<file path="config.mk">
export PLATFORM = sky130hd
export DESIGN_NAME = hud_overlay
export DESIGN_NICKNAME = d
export VERILOG_FILES = /design/src/rtl/hud_overlay.sv
export SDC_FILE = /design/constraint.sdc
export NUM_CORES = 1
export LEC_CHECK = 0
export ABC_AREA = 1
export CORE_ASPECT_RATIO = 1.1
export CORE_MARGIN = 4
export CORE_UTILIZATION = 52
export DETAILED_ROUTE_END_ITERATION = 10
export GPL_ROUTABILITY_DRIVEN = 0
export PLACE_DENSITY = 0.81
export REMOVE_ABC_BUFFERS = 1
export SLEW_MARGIN = 20
export SYNTH_ARGS = -nofsm -noshare
export SYNTH_HDL_FRONTEND = slang
export SYNTH_SLANG_ARGS = --single-unit
export TNS_END_PERCENT = 20
</file>
<file path="constraint.sdc">
create_clock -name Clk -period 2.5 [get_ports Clk]
set_input_delay 0.5 -clock Clk [delete_from_list [all_inputs] [get_ports Clk]]
set_output_delay 0.5 -clock Clk [all_outputs]
set_load 0.005 [all_outputs]
</file>
<file path="src/rtl/hud_overlay.sv">
// HUD stage: per-frame latch of blood/score, sequential double-dabble BCD conversion,
// and per-pixel classification into a health bar and a 3-digit score field.
module hud_overlay #(
  parameter int BAR_X         = 8,
  parameter int BAR_Y         = 8,
  parameter int BAR_H         = 6,
  parameter int DIGIT_X       = 280,
  parameter int DIGIT_Y       = 8,
  parameter int FLASH_FRAMES  = 8,
  parameter int LOW_THRESHOLD = 25
) (
  input  logic        Clk,
  input  logic        Reset,
  input  logic        game_frame_clk_rising_edge,
  input  logic [8:0]  PixelX,
  input  logic [8:0]  PixelY,
  input  logic [9:0]  Player_Blood,
  input  logic [7:0]  Total_Score,
  input  logic        Game_Over_On,
  output logic        is_hud,
  output logic [4:0]  hud_index,
  output logic        is_digit,
  output logic [9:0]  digit_address,
  output logic [11:0] Score_BCD,
  output logic        Conv_Busy,
  output logic        Blood_Low
);

  typedef enum logic [1:0] {IDLE = 2'd0, SHIFT = 2'd1, DONE = 2'd2} conv_state_t;

  localparam logic [10:0] BX = 11'(BAR_X);
  localparam logic [10:0] BY = 11'(BAR_Y);
  localparam logic [10:0] BH = 11'(BAR_H);
  localparam logic [10:0] DX = 11'(DIGIT_X);
  localparam logic [10:0] DY = 11'(DIGIT_Y);
  localparam logic [7:0]  FLASH_INIT = 8'(FLASH_FRAMES);
  localparam logic [7:0]  LOW_LEVEL  = 8'(LOW_THRESHOLD);

  // One double-dabble iteration: BCD field in [19:8], binary in [7:0].
  function automatic logic [19:0] dabble_step(input logic [19:0] v);
    logic [19:0] a;
    a = v;
    if (a[11:8]  >= 4'd5) a[11:8]  = a[11:8]  + 4'd3; else a[11:8]  = a[11:8];
    if (a[15:12] >= 4'd5) a[15:12] = a[15:12] + 4'd3; else a[15:12] = a[15:12];
    if (a[19:16] >= 4'd5) a[19:16] = a[19:16] + 4'd3; else a[19:16] = a[19:16];
    return {a[18:0], 1'b0};
  endfunction

  conv_state_t state_r, state_s;
  logic [19:0] shift_r, shift_s;
  logic [3:0]  bit_cnt_r, bit_cnt_s;
  logic [11:0] score_bcd_r, score_bcd_s;
  logic [6:0]  blood_q_r, blood_d_s, blood_next_s;
  logic [7:0]  flash_cnt_r, flash_d_s;
  logic        is_hud_r, is_digit_r;
  logic [4:0]  hud_index_r, hud_idx_s;
  logic [10:0] px_s, py_s;
  logic [4:0]  dx_s;
  logic [2:0]  dy_s;
  logic [3:0]  digit_s;
  logic        bar_int_s, bar_any_s, fill_s, dig_reg_s, blood_low_s;

  assign blood_next_s = (Player_Blood > 10'd100) ? 7'd100 : Player_Blood[6:0];
  assign blood_low_s  = ({1'b0, blood_q_r} < LOW_LEVEL);

  // Conversion engine next state; a frame edge always restarts from the load.
  always_comb begin
    state_s     = state_r;
    shift_s     = shift_r;
    bit_cnt_s   = bit_cnt_r;
    score_bcd_s = score_bcd_r;
    if (game_frame_clk_rising_edge) begin
      state_s   = SHIFT;
      shift_s   = {12'd0, Total_Score};
      bit_cnt_s = 4'd0;
    end else begin
      case (state_r)
        IDLE:  state_s = IDLE;
        SHIFT: begin
          shift_s   = dabble_step(shift_r);
          bit_cnt_s = bit_cnt_r + 4'd1;
          if (bit_cnt_r == 4'd7) state_s = DONE;
          else                   state_s = SHIFT;
        end
        DONE: begin
          score_bcd_s = shift_r[19:8];
          state_s     = IDLE;
        end
        default: state_s = IDLE;
      endcase
    end
  end

  // Frame latch of blood and the damage-flash countdown (counts game frames).
  always_comb begin
    blood_d_s = blood_q_r;
    flash_d_s = flash_cnt_r;
    if (game_frame_clk_rising_edge) blood_d_s = blood_next_s;
    else                            blood_d_s = blood_q_r;
    if (Game_Over_On)                                                   flash_d_s = 8'd0;
    else if (game_frame_clk_rising_edge && (blood_next_s < blood_q_r)) flash_d_s = FLASH_INIT;
    else if (game_frame_clk_rising_edge && (flash_cnt_r != 8'd0))      flash_d_s = flash_cnt_r - 8'd1;
    else                                                                flash_d_s = flash_cnt_r;
  end

  assign px_s      = {2'b00, PixelX};
  assign py_s      = {2'b00, PixelY};
  assign bar_int_s = (px_s >= BX) && (px_s <= BX + 11'd99) && (py_s >= BY) && (py_s <= BY + BH - 11'd1);
  assign bar_any_s = (px_s + 11'd1 >= BX) && (px_s <= BX + 11'd100) &&
                     (py_s + 11'd1 >= BY) && (py_s <= BY + BH);
  assign fill_s    = ((px_s - BX) < {4'b0000, blood_q_r});
  assign dig_reg_s = (px_s >= DX) && (px_s <= DX + 11'd23) && (py_s >= DY) && (py_s <= DY + 11'd7);
  assign dx_s      = 5'(px_s - DX);
  assign dy_s      = 3'(py_s - DY);

  // Bar palette selection; border pixels use index 0.
  always_comb begin
    hud_idx_s = 5'd0;
    if (bar_int_s) begin
      if (!fill_s)                     hud_idx_s = 5'd5;
      else if (flash_cnt_r != 8'd0)    hud_idx_s = 5'd4;
      else if (blood_low_s)            hud_idx_s = 5'd3;
      else                             hud_idx_s = 5'd2;
    end else begin
      hud_idx_s = 5'd0;
    end
  end

  // Digit column picks hundreds, tens or ones.
  always_comb begin
    digit_s = 4'd0;
    case (dx_s[4:3])
      2'd0:    digit_s = score_bcd_r[11:8];
      2'd1:    digit_s = score_bcd_r[7:4];
      2'd2:    digit_s = score_bcd_r[3:0];
      default: digit_s = 4'd0;
    endcase
  end

  assign digit_address = dig_reg_s ? {digit_s, dy_s, dx_s[2:0]} : 10'd0;

  // State registers; pixel flags registered to line up with the ROM read.
  always_ff @(posedge Clk or posedge Reset) begin
    if (Reset) begin
      state_r     <= IDLE;
      shift_r     <= 20'd0;
      bit_cnt_r   <= 4'd0;
      score_bcd_r <= 12'd0;
      blood_q_r   <= 7'd100;
      flash_cnt_r <= 8'd0;
      is_hud_r    <= 1'b0;
      hud_index_r <= 5'd0;
      is_digit_r  <= 1'b0;
    end else begin
      state_r     <= state_s;
      shift_r     <= shift_s;
      bit_cnt_r   <= bit_cnt_s;
      score_bcd_r <= score_bcd_s;
      blood_q_r   <= blood_d_s;
      flash_cnt_r <= flash_d_s;
      is_hud_r    <= bar_any_s;
      hud_index_r <= hud_idx_s;
      is_digit_r  <= dig_reg_s && !bar_any_s;
    end
  end

  assign is_hud    = is_hud_r;
  assign hud_index = hud_index_r;
  assign is_digit  = is_digit_r;
  assign Score_BCD = score_bcd_r;
  assign Conv_Busy = (state_r != IDLE);
  assign Blood_Low = blood_low_s;

endmodule

</file>
; ---- After elaboration in Yosys (flattened, before gate mapping)
; Index checks and enable logic that the tools add are counted.
[totals]
register_bits = 60
inputBits = 40
out_inout_bits = 31
wordCells = 82
[op_classes]
add_sub_neg = 10
order_cmp = 18
eq_ne = 5
n_mux = 20
bitwise_logic = 1
n_reduce_logical = 19
[op_table]
columns = operator, n
row1 = $mux 20, 2
row2 = $le 9x4->1 const B, 3
row3 = $mux 8, 3
row4 = $add 9x1->10 const B, 2
row5 = $ge 10x4->1 const B, 2
row6 = $ge 9x4->1 const B, 2
row7 = $le 9x7->1 const B, 2
row8 = $mux 4, 4
row9 = $ge 4x3->1 const B, 3
row10 = $logic_and 1x1->1, 12
row11 = $pmux 4 s3, 1
row12 = $lt 11x7->1, 1
row13 = $gt 10x7->1 const B, 1
row14 = $mux 10, 1
row15 = $sub 9x4->10 const B, 1
row16 = $ge 9x9->1 const B, 1
row17 = $le 9x9->1 const B, 1
row18 = $mux 3, 3
row19 = $add 4x2->4 const B, 2
row20 = $reduce_bool 8->1, 1
row21 = $sub 8x1->8 const B, 1
row22 = $lt 7x5->1 const B, 1
row23 = $lt 7x7->1, 1
row24 = $mux 7, 1
row25 = other kinds (16), 21

; ---- Depth between registers and ports, before layout
; Gate-level depths: netlist of the first run.
[depth]
depth_word = 7
depth_mapped = 15

; ---- Least setup slack after synthesis of the first run
; Ideal clock, no wire load.
[synth_timing]
path_type = input to register
start = input Player_Blood[0]
end = register flash_cnt_r[4]
setup_time_ps = 125
arrival_ps = 2146
slack_ps = 228
path_stages = 12
path_buffers = 0
cell_sequence = o21ai_0 nand2_1 nand2_1 nand2_1 or2_2 ha_1 a211oi_1 nand2_1 a31oi_1 nand2_1 nand2_1 nor2_1
[synth_between]
elab_chain_cells = 6
word_cells_on_any_way = 7
[synth_lines]
columns = item, line_no
row1 = start: declaration, 17  ; input logic [9:0] Player_Blood,
row2 = $gt 10x7->1 (*), 63  ; assign blood_next_s = (Player_Blood > 10'd100) ? 7'd100 : Player_Blood[6:0];
row3 = $mux 7 (*), 63
row4 = net blood_next_s[6], 53  ; logic [6:0] blood_q_r, blood_d_s, blood_next_s;
row5 = $lt 7x7->1 (*), 101  ; else if (game_frame_clk_rising_edge && (blood_next_s < blood_q_r)) flash_d_s = FLASH_INIT;
row6 = $logic_and 1x1->1 (*), 101
row7 = $mux 8, 101
row8 = $mux 8, 100  ; if (Game_Over_On) flash_d_s = 8'd0;
row9 = end signal: assignment, 160  ; flash_cnt_r <= flash_d_s;
row10 = end: declaration, 54  ; logic [7:0] flash_cnt_r, flash_d_s;
; Mark *: on every way through the listed nets, which the timed path passes. The rest lies on a longest branch.
; A chain may end at the register's enable or synchronous reset.

; ---- Final worst setup path of the first run
[layout_timing]
start = input PixelY[6]
end = output digit_address[0]
[layout_between]
elab_chain_cells = 4
word_cells_on_any_way = 5
[layout_lines]
columns = item, line_no
row1 = start: declaration, 16  ; input logic [8:0] PixelY,
row2 = $ge 9x4->1, 112  ; assign dig_reg_s = (px_s >= DX) && (px_s <= DX + 11'd23) && (py_s >= DY) && (py_s <= DY + 11'd7);
row3 = $logic_and 1x1->1, 112
row4 = $logic_and 1x1->1 (*), 112
row5 = $mux 10 (*), 140  ; assign digit_address = dig_reg_s ? {digit_s, dy_s, dx_s[2:0]} : 10'd0;
row6 = end: declaration, 23  ; output logic [9:0] digit_address,
; Every way passes the cells marked *; elsewhere a longest branch is shown, timed or not.

==> results of run 1 <==
## power by group through the flow
| stage | combinational (uW) | clock (uW) | sequential (uW) |
|---|---|---|---|
| after floorplan | 523 | 0 | 1090 |
| after global placement | 738 | 0 | 1100 |
| after detailed placement | 779 | 0 | 1100 |
| after CTS | 788 | 1100 | 1090 |
| after global routing | 908 | 1140 | 1100 |
| final | 804 | 1090 | 1090 |
## worst reg2reg max path: cells and delay by family, from the launching register on
kind / cells / cell delay, ps
AO/OA/AOI/OAI: 2 / 290
adder cells (fa/ha/maj): 1 / 320
buffers and inverters: 2 / 120
flip-flops: 1 / 530
AND/OR/NAND/NOR: 3 / 450
## cell usage after synthesis, drive strengths merged
| library cell | instances | area, um^2 |
|---|---|---|
| a31oi | 2 | 12.51 |
| o311ai | 1 | 8.760 |
| buf | 7 | 41.28 |
| conb | 1 | 3.750 |
| inv | 72 | 270.3 |
| nand4 | 4 | 25.02 |
| nor2 | 42 | 172.7 |
| a21oi | 19 | 98.85 |
| nor4 | 3 | 18.77 |
| o221ai | 4 | 35.03 |
| a22oi | 2 | 15.01 |
| a211oi | 1 | 7.510 |
| xnor2 | 3 | 26.28 |
| o22ai | 4 | 25.02 |
| and2b | 1 | 7.510 |
| dfrtp | 55 | 1376 |
| o211ai | 1 | 7.510 |
| o2111ai | 1 | 8.760 |
| xor2 | 5 | 43.79 |
| or2 | 6 | 37.54 |
| o31ai | 4 | 30.03 |
| nor3 | 8 | 55.05 |
| nand2 | 104 | 400.4 |
| dfstp | 3 | 78.83 |
| ha | 26 | 325.3 |
| o21ai | 50 | 250.2 |
| clkbuf | 3 | 11.26 |
| o41ai | 1 | 8.760 |
| a311oi | 1 | 8.760 |
| nand3 | 21 | 105.1 |
| nor3b | 2 | 20.02 |
## worst max path at each step
stage | startpoint | end | slack [ps] | cells past startpoint
2_1_floorplan | PixelX[4] | digit_address[0] | 170 | 5
3_3_place_gp | PixelX[4] | digit_address[1] | -310 | 8
3_5_place_dp | Player_Blood[0] | flash_cnt_r[1] | -440 | 13
4_1_cts | Player_Blood[0] | flash_cnt_r[1] | 9 | 13
5_1_grt | PixelY[7] | digit_address[8] | -30 | 8
6_report | PixelY[6] | digit_address[0] | 70 | 9
## per-stage QoR
| step | util [%] | std cells | TNS (ps) | instance area [um^2] | total power (uW) |
|---|---|---|---|---|---|
| after global placement | 70.08 | 643 | -5954 | 4621 | 1838 |
| after CTS | 75.09 | 668 | 0 | 4951 | 2971 |
| after floorplan | - | 448 | 0 | 3487 | 1613 |
| after detailed placement | 70.08 | 643 | -7618 | 4621 | 1884 |
| after global routing | 75.83 | 669 | -50.20 | 5000 | 3152 |
| final | 75.83 | 669 | 0 | 5000 | 2980 |
## cell type report
class / instances / area (um^2)
inverters: 72 / 270.3
repair buffers: 123 / 1064
clock inverters: 7 / 125.1
multi-input cells: 318 / 1859
flip-flops and latches: 58 / 1455
clock buffers: 9 / 123.9
well taps: 82 / 102.6
fillers: 473 / 1594
## what timing repair did
| item | in CTS | in global routing |
|---|---|---|
| cloned | 1 | 0 |
| pin swaps | 4 | 6 |
| resized for setup | 39 | 30 |
| buffers inserted | 8 | 1 |
| setup endpoints to repair | 19 | 18 |
## sequential cells by signal, indices dropped and copies added (netlist names)
| register | flops |
|---|---|
| shift_r | 20 |
| Score_BCD | 12 |
| flash_cnt_r | 8 |
| blood_q_r | 7 |
| bit_cnt_r | 4 |
| hud_index | 3 |
| state_r | 2 |
| is_digit | 1 |
| is_hud | 1 |
## routing by layer
metal,up-vias,global-route usage [%]
met5,-,0
met3,33,5.148
met4,0,11.04
met2,144,43.11
met1,1706,27.51
li1,1736,-
## logic make-up (layout without fill, tap and decap cells)
logic type               after synthesis  after routing
adder cells (fa/ha/maj)               26             26
other                                  1              2
flip-flops                            58             58
AO/OA/AOI/OAI                         91             91
AND/OR/NAND/NOR                      191            191
buffers and inverters                 82            211
XOR/XNOR                               8              8
==> metrics, run 1 <==
layout net count approximately 650; met2 WL between 4000 and 5000 um; DRT iter0 DRCs approximately 190; share of post-route cells with drive strength above 1 between 20% and 30%; Num CTS Buffers 9; Syn Inst Count between 400 and 500; Fin Hold WS 491.3 ps; area of the core between 6000 and 7000 um^2; Hold WC Path Type reg2reg; vias in the first global route 3688; final hold vios 0; RSZ-0062 raised after global routing yes; Slew Viols, Final 0; post-synthesis mux area share 0%; PD cells ~600 nW/um^2; main combinational cell family by area after synthesis simple AND/OR/NAND/NOR gates; global-route wire length before repair approximately 16000 um; simple-gate share of the synthesized area a little under a quarter; FF+latch count, synth 58; Root Driver clkbuf_8; CTS tree done; hold depth 1; I/O pin count 71; Clock Pin Slew Worst Setup and Hold Paths approximately 70 ps; critical path's largest stage delay approximately 400 ps; Worst Setup Start Kind input port; Worst Clk Skew around 16 ps; hold buffers post-CTS 0; final WL about 9600 um; I/O Buffers 68; Sw Share about a third; All-Layer GR Usage 24.19%; critical path class in2out; most frequent cells in the layout 98 x nand2_1, 62 x inv_1, 55 x dfrtp_1; Synth Area in XOR/XNOR approximately 2.0%; WP data required about 2000 ps; sequential fraction of the synthesis area between 40% and 50%; Max IR drop VDD between 500 and 600 uV; Crit-path slowest cell clkdlybuf4s50_1; Die X slightly below 90 um; crit path capture type primary output; Clock Power Share ~37%; Area Overhead vs Synth 41.40%; max cap viols 0; Max Clk Rate around 410 MHz; Crit path max-delay family buffers and inverters; Hold Path Origin bit_cnt_r[3]; Syn Area/Cell 7.737 um^2; worst r2r path cells 8; DPL Wire Length about 6900 um; post-synthesis cell type count between 40 and 50; NetSw about 940 uW; worst path buffer plus inverter count 4; Seq pwr share a little over a third; initial antenna violation count 0; Final setup viols 0; commonest non-fill, non-tap cell in the layout nand2_1; hold-critical path endpoint bit_cnt_r[3]; worst setup margin 73.84 ps; fin crit share slightly below 100%; highest metal used met4; DRT Pass-1 Iters 4; Least-Margin Pin Slew between 500 and 600 ps; metal1 wirelength 3836 um; crit-path most repeated cell nor2_1; latest clock arrival within the worst-skew pair between 300 and 400 ps; Period minus WS final between 2000 and 2500 ps; crit path max fanout 5; WL per Instance 14.33 um; Max Root-Sink Buffers 2; Routed Antenna Nets 0; Antenna Cells 0; worst-path cell chain clkdlybuf4s50_1 -> nor2_1 -> nand2_1 -> nor3_2 -> o311ai_2 -> buf_4 -> buf_6 -> nor2_1 -> clkbuf_2; via count about 3600; dpl ws -439.0 ps; Leakage about 0.0024 uW; Reg2Reg Capture Point hud_index[2]; Critical Path AT a little under 2000 ps; status complete, no violations; Slew headroom between 60% and 70%; standard-cell rows 31; TritonCTS Sinks a little under 60; Die ar. approximately 8000 um^2; CTS H-tree lvls 3; die height approximately 94 um; met3 wire len 593 um; largest net degree at the start of global routing 27; DR vias/cell 5.410; R2R setup slack 690 ps; total gr overflow 0; Synth Area in Compound Gates between 10 and 15%; Post-route DRC 0; Mapped Area around 3500 um^2; adder-cell share of the synthesized area a little under a tenth; combinational share of power 27.0%; Reg-to-Reg Start blood_q_r[6]; Power Internal between 2000 and 2500 uW; Starting Density a little over half; yosys warns 0
Note: power is estimated with default switching activity, not from simulation.
==> run 2, diff against run 1 <==
Settings changed: CAP_MARGIN set to 30.
==> results of run 2 <==
Same layout as run 1: the final DEF is identical, and so are final timing and power.
==> run 3, diff against run 2 <==
Settings changed: MAX_ROUTING_LAYER set to met4.
==> metrics, run 3 (synthesis results as in run 1) <==
status complete, no violations (unchanged); All-Layer GR Usage 24.89% (was 24.19%); Slew headroom 63.78% (was 63.87%); Critical Path AT 1930 ps (about the same); vias in the first global route 3683 (was 3688); CTS tree done (unchanged); fin crit share 97.04% (was 97.05%); Worst Setup Start Kind input port (unchanged); R2R setup slack 690 ps (about the same); Post-route DRC 0 (unchanged); DRT Pass-1 Iters 4 (unchanged); hold buffers post-CTS 0 (unchanged); Crit-path slowest cell clkdlybuf4s50_1 (unchanged); Leakage 0.002432 uW (unchanged); combinational share of power 27.0% (about the same); crit-path most repeated cell nor2_1 (unchanged); worst r2r path cells 8 (unchanged); hold depth 1 (unchanged); worst-path cell chain clkdlybuf4s50_1 -> nor2_1 -> nand2_1 -> nor3_2 -> o311ai_2 -> buf_4 -> buf_6 -> nor2_1 -> clkbuf_2 (unchanged); Max IR drop VDD 573.7 uV (was 578.4 uV); Seq pwr share 36.6% (was 36.5%); crit path max fanout 5 (unchanged); Crit path max-delay family buffers and inverters (unchanged); via count 3621 (was 3619); Clock Power Share 36.5% (about the same); final hold vios 0 (unchanged); DRT iter0 DRCs 249 (was 189); crit path capture type primary output (unchanged); Most Crowded Layer GR met2 (unchanged); GR Layer Usage met2 43.11% (unchanged); Worst Clk Skew 16.77 ps (was 16.25 ps); DR vias/cell 5.413 (was 5.410); final WL 9588 um (was 9590 um); I/O Buffers 68 (unchanged); CTS H-tree lvls 3 (unchanged); commonest non-fill, non-tap cell in the layout nand2_1 (unchanged); standard-cell rows 31 (unchanged); WP depth 9 (unchanged); Hold WC Path Type reg2reg (unchanged); Starting Density 53.62% (unchanged); Period minus WS final 2426 ps (about the same); TritonCTS Sinks 58 (unchanged); Slew Viols, Final 0 (unchanged); Root Driver clkbuf_8 (unchanged); latest clock arrival within the worst-skew pair 350 ps (about the same); global-route met1 utilization 27.51% (unchanged); layout net count 648 (unchanged); PD cells 595.9 nW/um^2 (was 596.1 nW/um^2); total power 2979 uW (was 2980 uW); WP data required 2000 ps (about the same); Die X 86.63 um (unchanged); total gr overflow 0 (unchanged); most frequent cells in the layout 98 x nand2_1, 62 x inv_1, 55 x dfrtp_1 (unchanged); Sw Share 31.44% (was 31.47%); WL per Instance 14.33 um (about the same); Routed Antenna Nets 0 (unchanged); critical path class in2out (unchanged); die height 94.49 um (unchanged); RSZ-0062 raised after global routing yes (unchanged); Least-Margin Pin Slew 542.4 ps (was 541.1 ps); DPL Wire Length 6865 um (unchanged); global-route wire length before repair 15880 um (about the same); Die ar. 8185 um^2 (unchanged); Clock Pin Slew Worst Setup and Hold Paths 70 ps (about the same); critical path's largest stage delay 400 ps (about the same); largest net degree at the start of global routing 27 (unchanged); Reg with most FFs shift_r (unchanged); max reg flops 20 (unchanged); Antenna Cells 0 (unchanged); share of post-route cells with drive strength above 1 21.64% (unchanged); Max Clk Rate 412.2 MHz (about the same); routing usage on met3 5.148% (unchanged); I/O pin count 71 (unchanged); max cap viols 0 (unchanged); area of the core 6594 um^2 (unchanged); Max Root-Sink Buffers 2 (unchanged); Power Internal 2042 uW (about the same); initial antenna violation count 0 (unchanged); worst path buffer plus inverter count 4 (unchanged); NetSw 936.8 uW (was 938.0 uW); Final setup viols 0 (unchanged); Area Overhead vs Synth 41.40% (unchanged); setup TNS 0 ps (unchanged); Num CTS Buffers 9 (unchanged)
==> run 3: path summary, 6_finish.rpt <==
kind                               from                to
hold reg to reg            bit_cnt_r[3]      bit_cnt_r[3]
hold / removal             bit_cnt_r[3]      bit_cnt_r[3]
setup reg to reg           blood_q_r[6]      hud_index[2]
min in group asynchronous         Reset        shift_r[7]
setup / recovery              PixelY[6]  digit_address[0]
max in group asynchronous         Reset      blood_q_r[5]
==> run 3: metal layers <==
layer  vias up  wire length (um)
met5         -                 0
met4         0               234
met3        27               588
met2       138              4943
met1      1716              3821
li1       1740                 -
==> run 3: worst reg2reg max path: cells and delay by family (launching register included) <==
| family | cells | cell delay, ps |
|---|---|---|
| simple gates | 3 | 450 |
| fa+ha+maj | 1 | 320 |
| flops | 1 | 530 |
| buf+inv | 2 | 120 |
| compound gates | 2 | 290 |
==> run 3: through the flow <==
| stage | instances | hold slack [ps] | util [%] | cell area [um^2] | setup WS, ps |
|---|---|---|---|---|---|
| 3_3_place_gp | 643 | 456.9 | 70.08 | 4621 | -305.2 |
| 3_5_place_dp | 643 | 479.7 | 70.08 | 4621 | -439.0 |
| 4_1_cts | 668 | 487.0 | 75.09 | 4951 | 9.002 |
| 5_1_grt | 669 | 517.2 | 75.83 | 5000 | -29.09 |
| 6_report | 669 | 493.4 | 75.83 | 5000 | 73.95 |
| 2_1_floorplan | 448 | 443.5 | - | 3487 | 168.1 |
==> run 3: power by group through the flow <==
stage,clock network (uW),logic (uW),registers [uW]
finish,1090,803,1090
global route,1140,908,1100
CTS,1100,788,1090
detailed placement,0,779,1100
global placement,0,738,1100
floorplan,0,523,1090
==> run 3: timing repair <==
action	CTS	global route
buffers inserted	8	1
pin swaps	4	6
gates resized for setup	39	30
setup endpoints to repair	19	18
cloned	1	0
==> run 3: layout make-up <==
| class | count | area, um^2 |
|---|---|---|
| timing repair buffer | 123 | 1064 |
| multi-input combinational | 318 | 1859 |
| clock inverter | 7 | 125.1 |
| clock buffer | 9 | 123.9 |
| sequential | 58 | 1455 |
| tap | 82 | 102.6 |
| fill | 473 | 1594 |
| inverter | 72 | 270.3 |
